===== config.mk =====
export PLATFORM = sky130hd
export DESIGN_NAME = shift_arbiter
export DESIGN_NICKNAME = d
export VERILOG_FILES = /design/src/rtl/alu_pkg.sv /design/src/rtl/shifter.sv /design/src/rtl/shift_arbiter.sv
export SDC_FILE = /design/constraint.sdc
export NUM_CORES = 1
export LEC_CHECK = 0
export CAP_MARGIN = 25
export CORE_MARGIN = 10
export CORE_UTILIZATION = 55
export CTS_CLUSTER_DIAMETER = 40
export DETAILED_ROUTE_END_ITERATION = 6
export PLACE_DENSITY = 0.82
export SLEW_MARGIN = 20
export SYNTH_ARGS = -nofsm -noshare
export SYNTH_HDL_FRONTEND = slang
export SYNTH_HIERARCHICAL = 1
export SYNTH_SLANG_ARGS = --single-unit

===== constraint.sdc =====
create_clock -name clock -period 3.15 [get_ports clock]
set_input_delay 0.63 -clock clock [delete_from_list [all_inputs] [get_ports clock]]
set_output_delay 0.63 -clock clock [all_outputs]
set_load 0.1 [all_outputs]

===== src/rtl/alu_pkg.sv =====
// Shared ALU definitions for the shift datapath and its sequencer.
// Provides data/shamt/opcode width constants, the SLL/SRA opcode encodings,
// the sequencer state enumeration and a small opcode-classification helper.
package alu_pkg;

  localparam int unsigned DATA_W  = 32;
  localparam int unsigned SHAMT_W = 5;
  localparam int unsigned OP_W    = 5;

  localparam logic [OP_W-1:0] OP_SLL = 5'b00100;
  localparam logic [OP_W-1:0] OP_SRA = 5'b00101;

  typedef enum logic [1:0] {
    IDLE = 2'd0,
    EXEC = 2'd1,
    HOLD = 2'd2
  } state_e;

  // True for the opcodes the shared shifter can execute.
  function automatic logic is_shift_op(input logic [OP_W-1:0] op);
    return (op == OP_SLL) || (op == OP_SRA);
  endfunction

endpackage


===== src/rtl/shifter.sv =====
// Shared 32-bit shift datapath (purely combinational).
// Ports:
//   data_i   [31:0] operand A
//   shamt_i  [4:0]  shift amount
//   op_i     [4:0]  ALU opcode (OP_SLL or OP_SRA)
//   result_o [31:0] shifted value, zero for unsupported opcodes
//   err_o           high when op_i is neither SLL nor SRA
module shifter
  import alu_pkg::*;
(
  input  logic [DATA_W-1:0]  data_i,
  input  logic [SHAMT_W-1:0] shamt_i,
  input  logic [OP_W-1:0]    op_i,
  output logic [DATA_W-1:0]  result_o,
  output logic               err_o
);

  logic signed [DATA_W-1:0] data_s;

  assign data_s = $signed(data_i);

  always_comb begin
    result_o = '0;
    err_o    = !is_shift_op(op_i);
    case (op_i)
      OP_SLL:  result_o = data_i << shamt_i;
      // Arithmetic shift replicates bit 31 into the vacated positions.
      OP_SRA:  result_o = data_s >>> shamt_i;
      default: result_o = '0;
    endcase
  end

endmodule


===== src/rtl/shift_arbiter.sv =====
// Two-port sequencer/arbiter in front of the shared shifter.
// Accepts one shift request at a time from port 0 (ALU issue) or port 1
// (multdiv), latches its operands, evaluates them through a single shifter
// instance and returns a registered, ID-tagged result held until consumed.
//
// Configuration macro:
//   SHIFT_ARB_RR_EN  defined   -> round-robin arbitration on ties
//                    undefined -> fixed priority, port 0 always wins ties
//
// Ports:
//   clock                  rising-edge clock
//   reset_n                asynchronous active-low reset
//   req_valid  [1:0]       per-port request valid
//   req_ready  [1:0]       per-port accept (one-hot or zero, IDLE only)
//   req_data0/1 [31:0]     operand A per port
//   req_shamt0/1 [4:0]     shift amount per port
//   req_op0/1  [4:0]       opcode per port
//   rsp_valid              result available
//   rsp_ready              consumer accepts result
//   rsp_data   [31:0]      shift result
//   rsp_id                 port that issued the operation
//   rsp_err                opcode was neither SLL nor SRA
//   busy                   high whenever not IDLE
module shift_arbiter
  import alu_pkg::*;
(
  input  logic               clock,
  input  logic               reset_n,
  input  logic [1:0]         req_valid,
  output logic [1:0]         req_ready,
  input  logic [DATA_W-1:0]  req_data0,
  input  logic [DATA_W-1:0]  req_data1,
  input  logic [SHAMT_W-1:0] req_shamt0,
  input  logic [SHAMT_W-1:0] req_shamt1,
  input  logic [OP_W-1:0]    req_op0,
  input  logic [OP_W-1:0]    req_op1,
  output logic               rsp_valid,
  input  logic               rsp_ready,
  output logic [DATA_W-1:0]  rsp_data,
  output logic               rsp_id,
  output logic               rsp_err,
  output logic               busy
);

  state_e state_q, state_d;

  // Latched operands feeding the shifter.
  logic [DATA_W-1:0]  data_q,  data_d;
  logic [SHAMT_W-1:0] shamt_q, shamt_d;
  logic [OP_W-1:0]    op_q,    op_d;
  logic               id_q,    id_d;

  // Registered response.
  logic               rsp_valid_q, rsp_valid_d;
  logic [DATA_W-1:0]  rsp_data_q,  rsp_data_d;
  logic               rsp_id_q,    rsp_id_d;
  logic               rsp_err_q,   rsp_err_d;

  logic [DATA_W-1:0]  sh_result;
  logic               sh_err;

  // Winning port for the current cycle; only meaningful when |req_valid.
  logic               win_id;
  logic               accept;

`ifdef SHIFT_ARB_RR_EN
  logic               last_grant_q, last_grant_d;
`endif

  // ---------------------------------------------------------------------
  // Arbitration
  // ---------------------------------------------------------------------
  always_comb begin
    win_id = 1'b0;
    case (req_valid)
      2'b01:   win_id = 1'b0;
      2'b10:   win_id = 1'b1;
`ifdef SHIFT_ARB_RR_EN
      // On a tie the port that was not granted last time wins.
      2'b11:   win_id = ~last_grant_q;
`else
      2'b11:   win_id = 1'b0;
`endif
      default: win_id = 1'b0;
    endcase
  end

  assign accept = (state_q == IDLE) && (|req_valid);

`ifdef SHIFT_ARB_RR_EN
  always_comb begin
    last_grant_d = last_grant_q;
    if (accept) begin
      last_grant_d = win_id;
    end
  end
`endif

  // ---------------------------------------------------------------------
  // Shared shifter, fed only from latched operands
  // ---------------------------------------------------------------------
  shifter u_shifter (
    .data_i   (data_q),
    .shamt_i  (shamt_q),
    .op_i     (op_q),
    .result_o (sh_result),
    .err_o    (sh_err)
  );

  // ---------------------------------------------------------------------
  // FSM next-state and outputs
  // ---------------------------------------------------------------------
  always_comb begin
    state_d     = state_q;
    data_d      = data_q;
    shamt_d     = shamt_q;
    op_d        = op_q;
    id_d        = id_q;
    rsp_valid_d = rsp_valid_q;
    rsp_data_d  = rsp_data_q;
    rsp_id_d    = rsp_id_q;
    rsp_err_d   = rsp_err_q;
    req_ready   = '0;

    case (state_q)
      IDLE: begin
        if (|req_valid) begin
          req_ready[win_id] = 1'b1;
          id_d              = win_id;
          if (win_id) begin
            data_d  = req_data1;
            shamt_d = req_shamt1;
            op_d    = req_op1;
          end else begin
            data_d  = req_data0;
            shamt_d = req_shamt0;
            op_d    = req_op0;
          end
          state_d = EXEC;
        end
      end
      EXEC: begin
        rsp_data_d  = sh_result;
        rsp_err_d   = sh_err;
        rsp_id_d    = id_q;
        rsp_valid_d = 1'b1;
        state_d     = HOLD;
      end
      HOLD: begin
        if (rsp_ready) begin
          rsp_valid_d = 1'b0;
          state_d     = IDLE;
        end
      end
      default: state_d = IDLE;
    endcase
  end

  // ---------------------------------------------------------------------
  // State registers
  // ---------------------------------------------------------------------
  always_ff @(posedge clock or negedge reset_n) begin
    if (!reset_n) begin
      state_q     <= IDLE;
      data_q      <= '0;
      shamt_q     <= '0;
      op_q        <= '0;
      id_q        <= 1'b0;
      rsp_valid_q <= 1'b0;
      rsp_data_q  <= '0;
      rsp_id_q    <= 1'b0;
      rsp_err_q   <= 1'b0;
    end else begin
      state_q     <= state_d;
      data_q      <= data_d;
      shamt_q     <= shamt_d;
      op_q        <= op_d;
      id_q        <= id_d;
      rsp_valid_q <= rsp_valid_d;
      rsp_data_q  <= rsp_data_d;
      rsp_id_q    <= rsp_id_d;
      rsp_err_q   <= rsp_err_d;
    end
  end

`ifdef SHIFT_ARB_RR_EN
  // Reset to port 1 so port 0 wins the first tie.
  always_ff @(posedge clock or negedge reset_n) begin
    if (!reset_n) begin
      last_grant_q <= 1'b1;
    end else begin
      last_grant_q <= last_grant_d;
    end
  end
`endif

  assign rsp_valid = rsp_valid_q;
  assign rsp_data  = rsp_data_q;
  assign rsp_id    = rsp_id_q;
  assign rsp_err   = rsp_err_q;
  assign busy      = (state_q != IDLE);

endmodule

# --- Word-level counts from Yosys, hierarchy flattened ---
# Cells that the tools add are included.
totals:
  regBits: 80
  input_bits: 89
  output_inout_bits: 38
  elab_cells: 44
classes:
  magnitude_cmp: 2
  n_eq_ne: 7
  n_shift: 2
  mux: 14
  reduce_logical: 10
op_table:
  columns: ["op", "n"]
  rows:
  - ["one-hot mux 32 bit (2 select lines)", 1]
  - ["2-to-1 mux 32 bit", 1]
  - ["<< shifter 32 x 5 -> 32 bit", 1]
  - [">>> shifter 32 x 5 -> 32 bit", 1]
  - ["equality test 5 x 3 -> 1 bit, second input constant", 2]
  - ["2-to-1 mux 5 bit", 2]
  - ["2-to-1 mux 2 bit", 4]
  - ["one-hot mux 2 bit (3 select lines)", 1]
  - ["AND reduction 2 bit", 3]
  - ["equality test 2 bit, second input constant", 2]
  - ["nonzero test 2 bit", 2]
  - ["2-to-1 mux 1 bit", 3]
  - ["equality test 2 x 1 -> 1 bit, second input constant", 1]
  - ["logical NOT 2 bit", 1]
  - ["less-than comparator 1 x 2 -> 1 bit, second input constant", 1]
  - ["inequality test 2 x 1 -> 1 bit, second input constant", 1]
  - ["inequality test 2 bit, second input constant", 1]
  - ["one-hot mux 1 bit (2 select lines)", 1]
  - ["OR reduction 2 bit", 1]
  - ["demux 1 bit (select 1 bit)", 1]
  - ["greater-or-equal comparator 1 bit, second input constant", 1]
  - ["logical AND 1 bit", 1]
  - ["logical NOT 1 bit", 1]
  - ["logical OR 1 bit", 1]

# --- Logic depth before layout (Yosys ltp) ---
# Gate-level depths: netlist (run 1).
logic_depth:
  depth_word: 8
  mapped_depth: 9
  mapped_depth_nobuf: 7

# --- Cells and area by module ---
# Netlist (run 1), hierarchy kept.
modules_own_cells:
  columns: ["module", "instances", "cells_per_inst", "area_per_inst_um2", "seq_area_each_um2"]
  rows:
  - ["shift_arbiter", 1, 227, 3856.2, 2001.9]
  - ["shifter", 1, 453, 3661.0, 0.0]

# --- Worst setup path after synthesis (run 1) ---
# Ideal clock, no wire load.
synth_path:
  path_kind: "input port to output port"
  start: "in req_valid[1]"
  end: "out req_ready[1]"
  arrival_time_ns: 1.796
  required_time_ns: 2.520
  path_slack_ns: 0.724
  path_stages: 4
  path_buffers: 2
  path_cell_list: "nor2b_4 -> buf_6 -> buf_8 -> and2_1"
synth_via:
  elab_chain_len: 8
  elab_cells_between_ends: 10
  cone_classes: "order compare: 2; eq/ne: 1; mux: 5; reduce/logical: 2"
synth_rtl:
  columns: ["item", "line", "source"]
  rows:
  - ["from (decl)", "shift_arbiter.sv:29", "input logic [1:0] req_valid,"]
  - ["equality test 2 bit", "shift_arbiter.sv:75", "case (req_valid)"]
  - ["2-to-1 mux 1 bit", "shift_arbiter.sv:75", null]
  - ["less-than comparator 1 x 2 -> 1 bit (implied by the code) or greater-or-equal comparator 1 bit (tied branches)", "shift_arbiter.sv:128", "req_ready[win_id] = 1'b1;"]
  - ["logical AND 1 bit (implied by the code)", "shift_arbiter.sv:128", null]
  - ["2-to-1 mux 1 bit (implied by the code)", "shift_arbiter.sv:128", null]
  - ["demux 1 bit (select 1 bit)", "shift_arbiter.sv:128", null]
  - ["2-to-1 mux 2 bit (*)", "shift_arbiter.sv:127", "if (|req_valid) begin"]
  - ["2-to-1 mux 2 bit (*)", "shift_arbiter.sv:125", "case (state_q)"]
  - ["to (decl)", "shift_arbiter.sv:30", "output logic [1:0] req_ready,"]
# Every way passes the cells marked *; elsewhere a longest branch is shown, timed or not.

# --- Final worst setup path (run 1) ---
layout_path:
  start: "reg shamt_q[1]"
  end: "reg rsp_data_q[28] (netlist: rsp_data[28])"
layout_via:
  elab_chain_len: 2
  elab_cells_between_ends: 3
  cone_classes: "shift: 2; mux: 1"
layout_rtl:
  columns: ["item", "line", "source"]
  rows:
  - ["from (decl)", "shift_arbiter.sv:49", "logic [SHAMT_W-1:0] shamt_q, shamt_d;"]
  - ["from (signal assigned)", "shift_arbiter.sv:176", "shamt_q <= shamt_d;"]
  - [">>> shifter 32 x 5 -> 32 bit or << shifter 32 x 5 -> 32 bit (tied branches)", "shifter.sv:28, shifter.sv:26", null]
  - ["one-hot mux 32 bit (2 select lines) (*)", "shifter.sv:25", "case (op_i)"]
  - ["named net sh_result[28]", "shift_arbiter.sv:59", "logic [DATA_W-1:0] sh_result;"]
  - ["to (signal assigned)", "shift_arbiter.sv:180", "rsp_data_q <= rsp_data_d;"]
  - ["to (decl)", "shift_arbiter.sv:55", "logic [DATA_W-1:0] rsp_data_q, rsp_data_d;"]
# The timed path passes the listed nets; every way through them passes the cells marked *.
# A chain may end at the register's enable or synchronous reset.

==> impl_summary.txt, run 1 <==
----------------------------------------------------
[Global route]
  M2 GR Usage ... 0.470
  Number of global-route vias before repair ... 6,840
  Met1 Usage GRT ... 0.388
  First-pass GRT wire length ... 42,600 µm
  Total gr overflow ... 0
  Grt peak-use layer ... met2
  Pin count of the biggest net entering global routing ... 52
  Met3 layer usage reported by global route ... 0.0704
  Number of antenna violations at the first check in global routing ... 0
  Overall fraction of global-route tracks in use ... 0.299

[Power]
  Largest vdd supply drop ... 0.843 mV
  Leakage ... 4.03 nW
  Final Total Pwr ... 12.2 mW
  Total power per unit cell area ... 1310 nW/µm²

[Final layout]
  Area growth from synthesis to layout ... 23.6%
  Most common library cell in the layout ignoring fill and taps ... sky130_fd_sc_hd__clkdlybuf4s50_1
  Cell area after layout ... 9290 µm²
  Number of nets at the end of the flow ... 898
  Number of cells in the finished layout apart from fillers ... 990
  Number of antenna diodes ... 0
  Fraction of final layout cells with drive strength greater than 1 ... 0.392
  Top library cells by usage in the layout, fill and taps aside ... 87 x sky130_fd_sc_hd__clkdlybuf4s50_1, 84 x sky130_fd_sc_hd__buf_4, 78 x sky130_fd_sc_hd__mux2_4, 78 x sky130_fd_sc_hd__dfrtp_1, 75 x sky130_fd_sc_hd__mux2_2
  Share of the core filled with cells in the final layout ... 0.699
  Count of filler cells inserted in the layout ... 939

[Place]
  Number of buffers added on ports ... roughly 130
  Final HPWL DP ... roughly 21,000 µm
  Placed cell area ... 8980 µm²
  Final estimated routing congestion in global placement ... 1.01
  Cell count after placement ... 974

[Die]
  Core area ... 13,300 µm²
  Initial Util ... 0.565
  # rows ... 42
  Area enclosed by the die boundary ... 18,700 µm²
  Total I/O pin count ... 127
  Width of the die ... between 100 and 150 µm
  Die height ... around 140 µm

[Logic synthesis]
  Sequential fraction of the synthesis area ... 0.266
  Number of distinct library cells after synthesis ... 62
  Main synth FF type ... sky130_fd_sc_hd__dfrtp_1
  Synthesis-stage register bit count ... 80
  Post-synth design cell area ... 7520 µm²
  Synth warnings ... 6
  Share of the synthesized area in compound gates (AO/OA/AOI/OAI) ... 0.128
  Synth Area in Adders ... 0
  Proportion of register bits with asynchronous set or reset after synthesis ... 1.00
  Post-synthesis simple-gate area fraction ... 0.0925
  Main combinational cell family by area after synthesis ... multiplexers
  Mux share of post-synthesis cell area ... 0.458
  Synthesized Nets ... 769
  Xor/xnor share of the synthesized area ... 0
  Number of flops mapped to enable cells by yosys ... 0
  Post-Synthesis Cells ... 680
  Synthesized area divided by synthesized cell count ... 11.1 µm²

[Clock network]
  Root Driver ... sky130_fd_sc_hd__clkbuf_16
  Hold_buf cts ... 0
  Num Clock Sinks ... 80
  Max clock buf depth ... 2
  CTS buffer count ... 9
  Clock tree from TritonCTS ... built
  Cts repair resizes ... 0
  Later-pin clock latency in the skew report ... 0.35 ns
  Setup Buffers After CTS ... 0
  Clock slew at the register clock pins of the worst setup and hold paths ... 0.07 ns
  CTS H-tree lvls ... 3

[Setup path]
  Req. time, crit path ... 3.39 ns
  Crit path capture type ... register
  Maximum fanout along the worst path ... 31
  Launch point of the worst reg-to-reg path ... shamt_q[1]$_DFFE_PN0P_
  Endpoint of the most critical register-to-register path ... rsp_data[28]$_DFFE_PN0P_
  Endpoint arrival time on the critical path ... around 3.2 ns
  Critical setup path kind ... reg -> reg
  Depth of the worst register-to-register path ... 7
  Launching element type of the critical path ... register
  Worst reg-to-reg setup slack ... 0.22 ns

[Timing]
  Highest Clock Rate ... 341 MHz
  Setup TNS Final ... 0 ns
  Number of max-slew violations in the final report ... 0
  Final hold violation count ... 0
  RSZ-0062 raised after global routing ... false
  Crit path time final ... roughly 3 ns
  Final clock period utilization by the worst path ... 0.930
  Max-slew headroom at the worst pin ... 0.432
  Worst setup skew after layout ... 0.00775 ns
  Slew at the pin with the worst max-slew slack ... 0.848 ns
  Final setup violation count ... 0

[Drt]
  Post-detailed-route wirelength per cell ... 28.3 µm
  1st-iter DRT viols ... 1,122
  Detailed Route WL ... about 28,000 µm
  Residual DRC count ... 0
  Post-route ant nets ... 0
  Vias per inst ... 6.99
  Router iterations before antenna repair ... 5
  Detailed-route via count ... between 6,000 and 7,000

[Run status]
  Status ... finished, final reports clean

[Min path]
  Class of the worst hold path ... in -> async

[Run]
  Number of maximum-capacitance violations ... 0

----------------------------------------------------
## flip-flops by register name (all words and copies together), names as in the netlist
register   cells
rsp_err        1
id_q           1
rsp_data      32
rsp_id         1
shamt_q        5
rsp_valid      1
op_q           5
data_q        32
state_q        2
## how the worst max path moves through the flow
stage	from	to
after floorplan	req_valid[1]	req_ready[1]
after global placement	shamt_q[1]$_DFFE_PN0P_	rsp_data[28]$_DFFE_PN0P_
after detailed placement	shamt_q[1]$_DFFE_PN0P_	rsp_data[26]$_DFFE_PN0P_
after CTS	shamt_q[1]$_DFFE_PN0P_	rsp_data[26]$_DFFE_PN0P_
after global routing	shamt_q[1]$_DFFE_PN0P_	rsp_data[28]$_DFFE_PN0P_
final	shamt_q[1]$_DFFE_PN0P_	rsp_data[28]$_DFFE_PN0P_
## kinds of logic (layout without fill, tap and decap cells)
group,after synthesis,after routing
mux,242,242
simple gates,148,148
compound gates,142,142
flops,80,80
buf+inv,68,202
## cells in the mapped netlist (all sizes together) (5+ instances only)
cell type,n,share of area
nor2b,6,0.0060
o22ai,9,0.0075
a21oi,23,0.015
o211ai,13,0.013
buf,40,0.041
mux2i,46,0.061
and2,5,0.0043
nor3,8,0.0060
nor2,33,0.017
dfrtp,80,0.27
inv,8,0.0040
mux4,43,0.13
o221ai,5,0.0058
nand2,66,0.033
a22oi,8,0.0080
clkbuf,19,0.0095
or2,5,0.0042
a32oi,6,0.0070
o21ai,33,0.022
nand3,15,0.010
mux2,153,0.27
a211oi,9,0.0090
## per-layer routing
| layer | part of all wire | vias up |
|---|---|---|
| li1 | - | 2864 |
| met1 | 0.39 | 3389 |
| met2 | 0.46 | 562 |
| met3 | 0.11 | 104 |
| met4 | 0.042 | 0 |
| met5 | 0 | - |
## critical path, cell delays in order, from the launching register on
cell                       delay (ns)
sky130_fd_sc_hd__dfrtp_2         0.82
sky130_fd_sc_hd__buf_4           0.29
sky130_fd_sc_hd__mux2_2          0.36
sky130_fd_sc_hd__mux2i_1         0.26
sky130_fd_sc_hd__o21ai_0         0.28
sky130_fd_sc_hd__mux2i_1         0.31
sky130_fd_sc_hd__o221ai_1        0.19
sky130_fd_sc_hd__mux2_2          0.30
## per-stage QoR
step                hold WS [ns]  setup WS, ns
finish                     0.241         0.219
CTS                        0.257         0.328
global placement           0.473         0.423
floorplan                  0.334         0.724
detailed placement         0.492         0.352
global route               0.271         0.240
## cell type report
class                      instances  area (µm²)  area share
clock inverter                     7        77.6     0.00835
multi-input combinational        532        5100       0.550
timing repair buffer             177        1620       0.175
sequential                        80        2000       0.216
inverter                           9        33.8     0.00364
clock buffer                       9         225      0.0242
tap                              176         220      0.0237
## where the power goes
group	switching (mW)	internal (mW)	leakage, nW
sequential	0.914	1.46	1.00
clock	0.481	0.623	0.147
combinational	5.13	3.56	2.88
total	6.52	5.65	4.03
(Power assumes the default switching activity.)
==> run 2, diff against run 1 <==
SLEW_MARGIN = default   (was 20)
==> results of run 2 <==
The final DEF is identical to that of run 1; final timing and power are the same.
==> run 3, diff against run 2 <==
CAP_MARGIN = 10   (was 25)
==> results of run 3 <==
The final DEF is identical to that of run 1; final timing and power are the same.
